`src/rtl/axis_arb_pkg.sv`:
```
// Shared types and constants for the packet-granular AXI4-Stream arbiter.
package axis_arb_pkg;

  typedef enum logic {
    ST_IDLE   = 1'b0,
    ST_LOCKED = 1'b1
  } arb_state_e;

  localparam int unsigned DEF_DATA_W = 64;
  localparam int unsigned DEF_KEEP_W = 8;
  localparam int unsigned PKT_CNT_W  = 16;

endpackage

```
`src/rtl/axis_pkt_arbiter_rr_picker.sv`:
```
// Combinational round-robin first-one finder: picks the first requester at or
// after ptr_i, wrapping modulo NUM_SRC.
module rr_picker #(
  parameter int unsigned NUM_SRC = 4,
  parameter int unsigned IDX_W   = $clog2(NUM_SRC)
) (
  input  logic [NUM_SRC-1:0] req_i,
  input  logic [IDX_W-1:0]   ptr_i,
  output logic [NUM_SRC-1:0] gnt_o,
  output logic [IDX_W-1:0]   idx_o,
  output logic               valid_o
);

  int unsigned      cand;
  logic [IDX_W-1:0] cand_idx;

  always_comb begin
    gnt_o    = '0;
    idx_o    = '0;
    valid_o  = 1'b0;
    cand     = 0;
    cand_idx = '0;
    for (int unsigned i = 0; i < NUM_SRC; i++) begin
      cand = 32'(ptr_i) + i;
      if (cand >= NUM_SRC) cand = cand - NUM_SRC;
      cand_idx = IDX_W'(cand);
      if (!valid_o && req_i[cand_idx]) begin
        valid_o         = 1'b1;
        gnt_o[cand_idx] = 1'b1;
        idx_o           = cand_idx;
      end
    end
  end

endmodule

```
`src/rtl/axis_pkt_arbiter.sv`:
```
// Packet-granular round-robin AXI4-Stream arbiter; grant is held until TLAST is accepted.
// Optional per-source packet counters on PKT_CNT when AXIS_PKT_ARB_CNT_EN is defined.
module axis_pkt_arbiter
  import axis_arb_pkg::*;
#(
  parameter int unsigned NUM_SRC = 4,
  parameter int unsigned DATA_W  = DEF_DATA_W,
  parameter int unsigned KEEP_W  = DEF_KEEP_W
) (
  input  logic                      ACLK,
  input  logic                      ARESET,
  input  logic [NUM_SRC*DATA_W-1:0] S_AXIS_TDATA,
  input  logic [NUM_SRC*KEEP_W-1:0] S_AXIS_TKEEP,
  input  logic [NUM_SRC-1:0]        S_AXIS_TVALID,
  output logic [NUM_SRC-1:0]        S_AXIS_TREADY,
  input  logic [NUM_SRC-1:0]        S_AXIS_TLAST,
  output logic [DATA_W-1:0]         M_AXIS_TDATA,
  output logic [KEEP_W-1:0]         M_AXIS_TKEEP,
  output logic                      M_AXIS_TVALID,
  input  logic                      M_AXIS_TREADY,
  output logic                      M_AXIS_TLAST,
  output logic [NUM_SRC-1:0]        GRANT,
  output logic                      BUSY
`ifdef AXIS_PKT_ARB_CNT_EN
  ,
  output logic [NUM_SRC*PKT_CNT_W-1:0] PKT_CNT
`endif
);

  localparam int unsigned IDX_W = $clog2(NUM_SRC);

  // Handshake: a beat transfers on a cycle where TVALID and TREADY are both high
  // at the rising ACLK edge; valid never waits on ready.
  arb_state_e         state_q, state_d;
  logic [NUM_SRC-1:0] grant_q, grant_d;
  logic [IDX_W-1:0]   idx_q, idx_d;
  logic [IDX_W-1:0]   ptr_q, ptr_d;

  logic [NUM_SRC-1:0] pick_gnt;
  logic [IDX_W-1:0]   pick_idx;
  logic               pick_valid;
  logic               locked;
  logic               last_done;

  rr_picker #(
    .NUM_SRC(NUM_SRC),
    .IDX_W  (IDX_W)
  ) u_picker (
    .req_i  (S_AXIS_TVALID),
    .ptr_i  (ptr_q),
    .gnt_o  (pick_gnt),
    .idx_o  (pick_idx),
    .valid_o(pick_valid)
  );

  assign locked    = (state_q == ST_LOCKED);
  assign last_done = locked && M_AXIS_TVALID && M_AXIS_TREADY && M_AXIS_TLAST;
  assign GRANT     = grant_q;
  assign BUSY      = locked;

  // Data path is purely combinational from the held grant.
  always_comb begin
    M_AXIS_TDATA  = '0;
    M_AXIS_TKEEP  = '0;
    M_AXIS_TVALID = 1'b0;
    M_AXIS_TLAST  = 1'b0;
    S_AXIS_TREADY = '0;
    if (locked) begin
      S_AXIS_TREADY = grant_q & {NUM_SRC{M_AXIS_TREADY}};
      for (int unsigned i = 0; i < NUM_SRC; i++) begin
        if (grant_q[i]) begin
          M_AXIS_TDATA  = S_AXIS_TDATA[i*DATA_W +: DATA_W];
          M_AXIS_TKEEP  = S_AXIS_TKEEP[i*KEEP_W +: KEEP_W];
          M_AXIS_TVALID = S_AXIS_TVALID[i];
          M_AXIS_TLAST  = S_AXIS_TLAST[i];
        end
      end
    end
  end

  always_comb begin
    state_d = state_q;
    grant_d = grant_q;
    idx_d   = idx_q;
    ptr_d   = ptr_q;
    case (state_q)
      ST_IDLE: begin
        if (pick_valid) begin
          state_d = ST_LOCKED;
          grant_d = pick_gnt;
          idx_d   = pick_idx;
        end
      end
      ST_LOCKED: begin
        if (last_done) begin
          state_d = ST_IDLE;
          grant_d = '0;
          ptr_d   = (idx_q == IDX_W'(NUM_SRC - 1)) ? '0 : idx_q + 1'b1;
        end
      end
      default: state_d = ST_IDLE;
    endcase
  end

  always_ff @(posedge ACLK) begin
    if (ARESET) begin
      state_q <= ST_IDLE;
      grant_q <= '0;
      idx_q   <= '0;
      ptr_q   <= '0;
    end else begin
      state_q <= state_d;
      grant_q <= grant_d;
      idx_q   <= idx_d;
      ptr_q   <= ptr_d;
    end
  end

`ifdef AXIS_PKT_ARB_CNT_EN
  logic [PKT_CNT_W-1:0] cnt_q [NUM_SRC];

  // Counters wrap naturally at 16 bits.
  always_ff @(posedge ACLK) begin
    if (ARESET) begin
      for (int unsigned i = 0; i < NUM_SRC; i++) cnt_q[i] <= '0;
    end else if (last_done) begin
      cnt_q[idx_q] <= cnt_q[idx_q] + 1'b1;
    end
  end

  for (genvar g = 0; g < NUM_SRC; g++) begin : g_cnt
    assign PKT_CNT[g*PKT_CNT_W +: PKT_CNT_W] = cnt_q[g];
  end
`endif

endmodule

```
`config.mk`:
```
export PLATFORM = sky130hd
export DESIGN_NAME = axis_pkt_arbiter
export DESIGN_NICKNAME = d
export VERILOG_FILES = /design/src/rtl/axis_arb_pkg.sv /design/src/rtl/axis_pkt_arbiter_rr_picker.sv /design/src/rtl/axis_pkt_arbiter.sv
export SDC_FILE = /design/constraint.sdc
export NUM_CORES = 1
export LEC_CHECK = 0
export BUFFER_PORTS_ARGS = -buffer_cell sky130_fd_sc_hd__buf_2
export CAP_MARGIN = 10
export CORE_AREA = 2 2 147 149
export DETAILED_ROUTE_END_ITERATION = 6
export DIE_AREA = 0 0 149 151
export SYNTH_ARGS = -nofsm -noshare
export SYNTH_HDL_FRONTEND = slang
export SYNTH_SLANG_ARGS = --single-unit
```
`constraint.sdc`:
```
create_clock -name ACLK -period 2.27 [get_ports ACLK]
set_clock_uncertainty 0.1 [all_clocks]
set_input_delay 0.5675 -clock ACLK [delete_from_list [all_inputs] [get_ports ACLK]]
set_output_delay 0.5675 -clock ACLK [all_outputs]
set_load 0.1 [all_outputs]
```
==> results.yml, run 1 <==
cells_and_area:
  drive_gt1_share_pct: 76.2
  nets: 1242
  stdcell_area_mm2: 0.00923
  area_growth_pct: 168
  fillers: 1976
outcome:
  violations: "setup timing"
  status: "complete, but fails checks"
global_route:
  grtUsageTotal_pct: 16.4
  grt_pass1_wl_um: 29600
  grt_overflow: 0
  grt_max_degree: 72
  antenna_found_initial: 0
  grt_pass1_vias: 5420
pwr:
  power_density_mw_per_mm2: 573
  p_leak_uw: 0.00393
  vdd_drop_max_uv: 297
  p_seq_share_pct: 3.9
  p_int_uw: 2420
  comb_power_share_pct: 90.0
  p_sw_uw: 2880
  p_clk_share_pct: 6.1
  p_sw_share_pct: 54.4
die:
  rows: 53
  dieArea_mm2: 0.0225
  die_x_um: 149
  fp.dieH_um: 151
  io-pin-count: 382
  core_mm2: 0.0208
  initial_core_util_pct: 16.6
cts:
  clkTransAtPathRegs_ns: 0.04
  holdBufCountCts: 0
  cts_root_buffer: "clkbuf_16"
  cts_sinks: 9
  clkLatencyLatePin_ns: 0.24
  cts_tree: "done"
  cts.path.max_buffers: 2
  htreeDepth: 1
  cts_made_buffers: 3
logic_synthesis:
  synth_top_area_share_pct: 27.2
  syn_area_mm2: 0.00345
  avgSynthCellArea_um2: 6.59
  yosys_warnings: 0
  synth.most_common_cell: "nor2b_1"
  synth_area_leaders: "nor2b_1, a221oi_1, a21oi_1, nor3_1, clkbuf_1"
  synth_cells: 523
  synth-edff-count: 0
  synth_cell_types: 39
  yosysSeqAreaShare_pct: 5.23
  synth.largest_area_cell: "nor2b_1"
  syn_nets: 830
  synthFlopType: "dfxtp_1"
  synth-seq-cells: 9
  async_flop_share_pct: 0
  netlist_top_cells_count: "nor2b_1, a21oi_1, a221oi_1"
placed_design:
  hpwl_um: 15500
  dpl_cell_area_mm2: 0.00780
  io_buffers: 381
  gp_congestion: 0.826
timing:
  fin_setup_tns_ns: -15.73
  rsz0062_at_grt: "yes"
  final_hold_viol_count: 0
  setup_ws_ns: -0.326
  worst_slew_pin_slew_ns: 0.485
  clock.fmax_mhz: 385
  period_share_pct: 114
  post-route-min-period_ns: 2.60
  drv_slew: 0
  finalSetupViolations: 75
  slew-limit-headroom_pct: 67.9
worst_setup_path:
  required_ns: 1.60
  arrival_ns: 1.93
  cp-start-kind: "register"
  worstPathMaxFanout: 8
  end_kind: "output port"
  critPathKind: "register to output port"
drt:
  top_layer: "met4"
  dr_wl_met2_um: 11400
  drt-pass1-iter-count: 5
  drc: 0
  m1WireLength_um: 9040
  vias_per_cell: 4.88
  wl_per_cell_um: 18.6
  detail-route-antenna-nets: 0
  totalWireLength_um: 22500
  vias: 5903
  met3_length_um: 1720
  drtIter0Drc: 310
run:
  drv_cap: 0
min_path:
  holdCritPathClass: "register to register"
==> path summary, 6_finish.rpt <==
check	depth (start not counted)	to	slack [ns]	from
setup / recovery	9	M_AXIS_TDATA[10]	-0.33	GRANT[0]
hold / removal	2	idx_q[1]	0.38	idx_q[1]
setup reg to reg	7	GRANT[0]	-0.02	ptr_q[0]
hold reg to reg	2	idx_q[1]	0.38	idx_q[1]
==> worst max-delay path, stage by stage (launching register included) <==
cell and delay [ns]:
dfxtp_4 0.33, nor2b_4 0.24, buf_12 0.18, buf_8 0.14
a221oi_2 0.06, nor3_1 0.19, buf_4 0.18, a21oi_4 0.04
nor2b_4 0.14, buf_12 0.18
==> flip-flops by register name, summed over array words and instances (netlist names) <==
| signal | cells |
|---|---|
| GRANT | 4 |
| ptr_q | 2 |
| BUSY | 1 |
| idx_q | 2 |
==> through the flow <==
| stage | hold WS (ns) | util (%) | std cells | total power (uW) | worst slack, ns |
|---|---|---|---|---|---|
| finish | 0.383 | 44.3 | 1210 | 5290 | -0.326 |
| detailed placement | 0.375 | 37.5 | 1172 | 4270 | -0.214 |
| floorplan | 0.356 | - | 523 | 2820 | -0.237 |
| CTS | 0.382 | 40.6 | 1189 | 4900 | -0.346 |
| global route | 0.420 | 44.3 | 1209 | 5510 | -0.389 |
| global placement | 0.369 | 37.5 | 1172 | 4250 | -0.201 |
==> cell families (layout without fill, tap and decap cells) <==
logic type / count (synthesis) / after routing / share of synthesized area, %
other: 0 / 1 / 0
buffers and inverters: 68 / 479 / 8.97
adder cells (fa/ha/maj): 8 / 8 / 2.90
AND/OR/NAND/NOR: 254 / 254 / 43.0
AO/OA/AOI/OAI: 177 / 177 / 36.3
flip-flops: 9 / 9 / 5.23
multiplexers: 7 / 7 / 3.59
==> power groups by stage <==
stage | combinational (uW) | clock, uW | sequential, uW
2_1_floorplan | 2550 | 0 | 270
3_3_place_gp | 4040 | 0 | 205
3_5_place_dp | 4070 | 0 | 206
4_1_cts | 4380 | 320 | 207
5_1_grt | 4970 | 327 | 210
6_report | 4760 | 320 | 207
==> cell usage in the layout (no fill, tap or decap), drive strengths merged <==
master and count:
mux4 4, nand3b 2, inv 4, nor3b 2, nor2b 151, diode 1, a211oi 8, clkbuf 5
o32ai 1, nand2 5, a32oi 2, a21oi 80, and3 4, a221oi 76, o41ai 1, nor2 9
mux2i 3, ha 8, nor4 1, nand4 1, or3 1, o211ai 1, clkinv 1, o221ai 1
nor3 73, o21ai 2, o21a 4, a311oi 1, dfxtp 9, and2 3, buf 468, bufbuf 1
and2b 2
==> area by class of cell <==
type	instances	area, um2	area share, %
diodes	1	2.50	0.0271
clock buffers	3	75.1	0.813
clock inverters	1	5.00	0.0542
inverters	4	22.5	0.244
multi-input cells	446	4380	47.5
flip-flops and latches	9	204	2.21
well taps	275	344	3.73
repair buffers	471	4190	45.4
==> per-layer routing <==
metal | vias to the layer above | global-route usage, %
li1 | 2801 | -
met1 | 2818 | 21.3
met2 | 252 | 28.9
met3 | 32 | 2.80
met4 | 0 | 3.00
met5 | - | 0
==> repair_timing <==
action	in CTS	in global routing
gates resized for setup	74	111
gates cloned	5	4
pin swaps	9	35
setup endpoints to repair	75	79
buffers inserted	8	19
Power figures use the tool's default switching activity.
==> inputs of run 2 (changes only) <==
CELL_PAD_IN_SITES_DETAIL_PLACEMENT = 2   (was default)
CELL_PAD_IN_SITES_GLOBAL_PLACEMENT = 2   (was default)
CORE_AREA = default   (was 2 2 147 149)
CORE_ASPECT_RATIO = 2   (was default)
CORE_MARGIN = 2   (was default)
CORE_UTILIZATION = 14   (was default)
DIE_AREA = default   (was 0 0 149 151)
PLACE_DENSITY_LB_ADDON = 0.1   (was default)
==> run 2 against run 1 <==
Net effect: the run still ends with setup timing left; sequential share of layout area barely moved; combinational power barely moved; die area rose by 15%.
==> results.yml, run 2 (same netlist as run 1, synthesis figures left out) <==
worst_setup_path:
  end_kind: "output port"
  crit_family: "buffers and inverters"
  arrival_ns: 1.88
  critical-path-slowest-cell: "dfxtp_4"
  required_ns: 1.60
  max_stage_delay_ns: 0.33
  rrSetupSlack_ns: 0.05
  worstPathMaxFanout: 8
  critPathKind: "register to output port"
  cp-start-kind: "register"
  path_common_cell: "buf_12"
  path_buf_inv: 4
  crit_path_cell_trace: "nor2b_4, buf_12, buf_12, buf_12, a221oi_2, nor3_1, a21oi_1, nor2b_4, buf_12"
drt:
  totalWireLength_um: 27900
  drc: 0
  drtIter0Drc: 114
  drt-pass1-iter-count: 4
  detail-route-antenna-nets: 0
  wl_per_cell_um: 23.2
  vias_per_cell: 4.90
  vias: 5894
min_path:
  holdCritPathClass: "register to register"
placed_design:
  placed_cells: 1174
  hpwl_um: 21700
  io_buffers: 381
  gp_congestion: 0.876
  preCtsSetupSlack_ns: -0.242
cells_and_area:
  finalNonFillerCells: 1203
  drive_gt1_share_pct: 79.2
  area_growth_pct: 171
  layout_common_cells: "buf_2, buf_12, nor2b_1"
  final_common_cell: "buf_2"
  nets: 1211
  largest_register_ffs: 4
timing:
  post-route-min-period_ns: 2.55
  fin_setup_tns_ns: -13.45
  finalSetupViolations: 74
  worst_slew_pin_slew_ns: 0.545
  drv_slew: 0
  setup_ws_ns: -0.275
  final_hold_viol_count: 0
  slew-limit-headroom_pct: 63.7
  clock.fmax_mhz: 393
  whs_ns: 0.394
  rsz0062_at_grt: "yes"
  period_share_pct: 112
global_route:
  grt_overflow: 0
  grtUsageTotal_pct: 19.3
  grt_pass1_wl_um: 38600
  antenna_found_initial: 12
  grt_pass1_vias: 6633
  grt_max_degree: 48
cts:
  cts_tree: "done"
  cts_root_buffer: "clkbuf_16"
  holdBufCountCts: 0
  clkLatencyLatePin_ns: 0.24
  clkTransAtPathRegs_ns: 0.04
  cts_made_buffers: 3
  cts_sinks: 9
  htreeDepth: 1
  cts.path.max_buffers: 2
pwr:
  p_leak_uw: 0.00386
  power_density_mw_per_mm2: 568
  vdd_drop_max_uv: 305
die:
  die_x_um: 115
  rows: 81
  fp.dieH_um: 226
  dieArea_mm2: 0.0260
  core_mm2: 0.0243
  initial_core_util_pct: 14.2
  io-pin-count: 382
run:
  drv_cap: 0
outcome:
  status: "complete, but fails checks"
  violations: "setup timing"
==> run 2: cell count changes in the layout (fill, tap and decap cells not counted), moves of 9 or more <==
cell / before / now
a21oi_1: 26 / 14
a21oi_2: 51 / 66
a221oi_1: 29 / 17
a221oi_2: 35 / 25
a221oi_4: 12 / 34
buf_4: 54 / 29
diode_2: 1 / 10
nor3_1: 43 / 31
nor3_2: 27 / 42
==> run 2: routing by layer <==
metal,GRT usage [%],up-vias,share of wire [%]
li1,-,2741,-
met1,18.7,2871,32
met2,39.8,236,59
met3,3.30,42,5.3
met4,5.60,4,2.7
met5,0,-,0.11
==> run 2: tightest hold or removal path, stage by stage, from the launching register on <==
cell and delay [ns]:
dfxtp_1 0.31, inv_1 0.05, o32ai_1 0.08
==> run 2: cell type report <==
class | count | area, um2
Antenna cell | 10 | 25.0
Clock buffer | 3 | 75.1
Clock inverter | 1 | 5.00
Fill cell | 2655 | 15000
Inverter | 4 | 22.5
Multi-Input combinational cell | 446 | 4750
Sequential cell | 9 | 204
Tap cell | 290 | 363
Timing Repair Buffer | 440 | 3910
==> run 2: what timing repair did <==
action                                  in CTS  in global routing
setup buffers                                2                  8
resized for setup                           83                141
gates cloned                                 1                  4
endpoints found under the setup margin      76                 81
pin swaps                                   13                 34
==> run 2: through the flow <==
step           util, %  total power [uW]  area, um2
2_1_floorplan        -              2820       4180
3_5_place_dp      31.8              4290       7730
6_report          38.4              5310       9350
4_1_cts           34.0              4850       8280
3_3_place_gp      31.8              4230       7730
5_1_grt           38.4              5560       9350
==> run 2: path summary, 6_finish.rpt <==
check,start,end,depth (start not counted)
max,GRANT[0],M_AXIS_TDATA[23],9
min,idx_q[1],idx_q[1],2
max reg2reg,ptr_q[0],GRANT[0],7
min reg2reg,idx_q[1],idx_q[1],2
==> run 2: report_power, final <==
part	switching, uW	leakage (uW)	internal [uW]
clock network	84.5	0.0000409	233
logic	2810	0.00374	1970
registers	36.7	0.0000784	176
total	2930	0.00386	2380
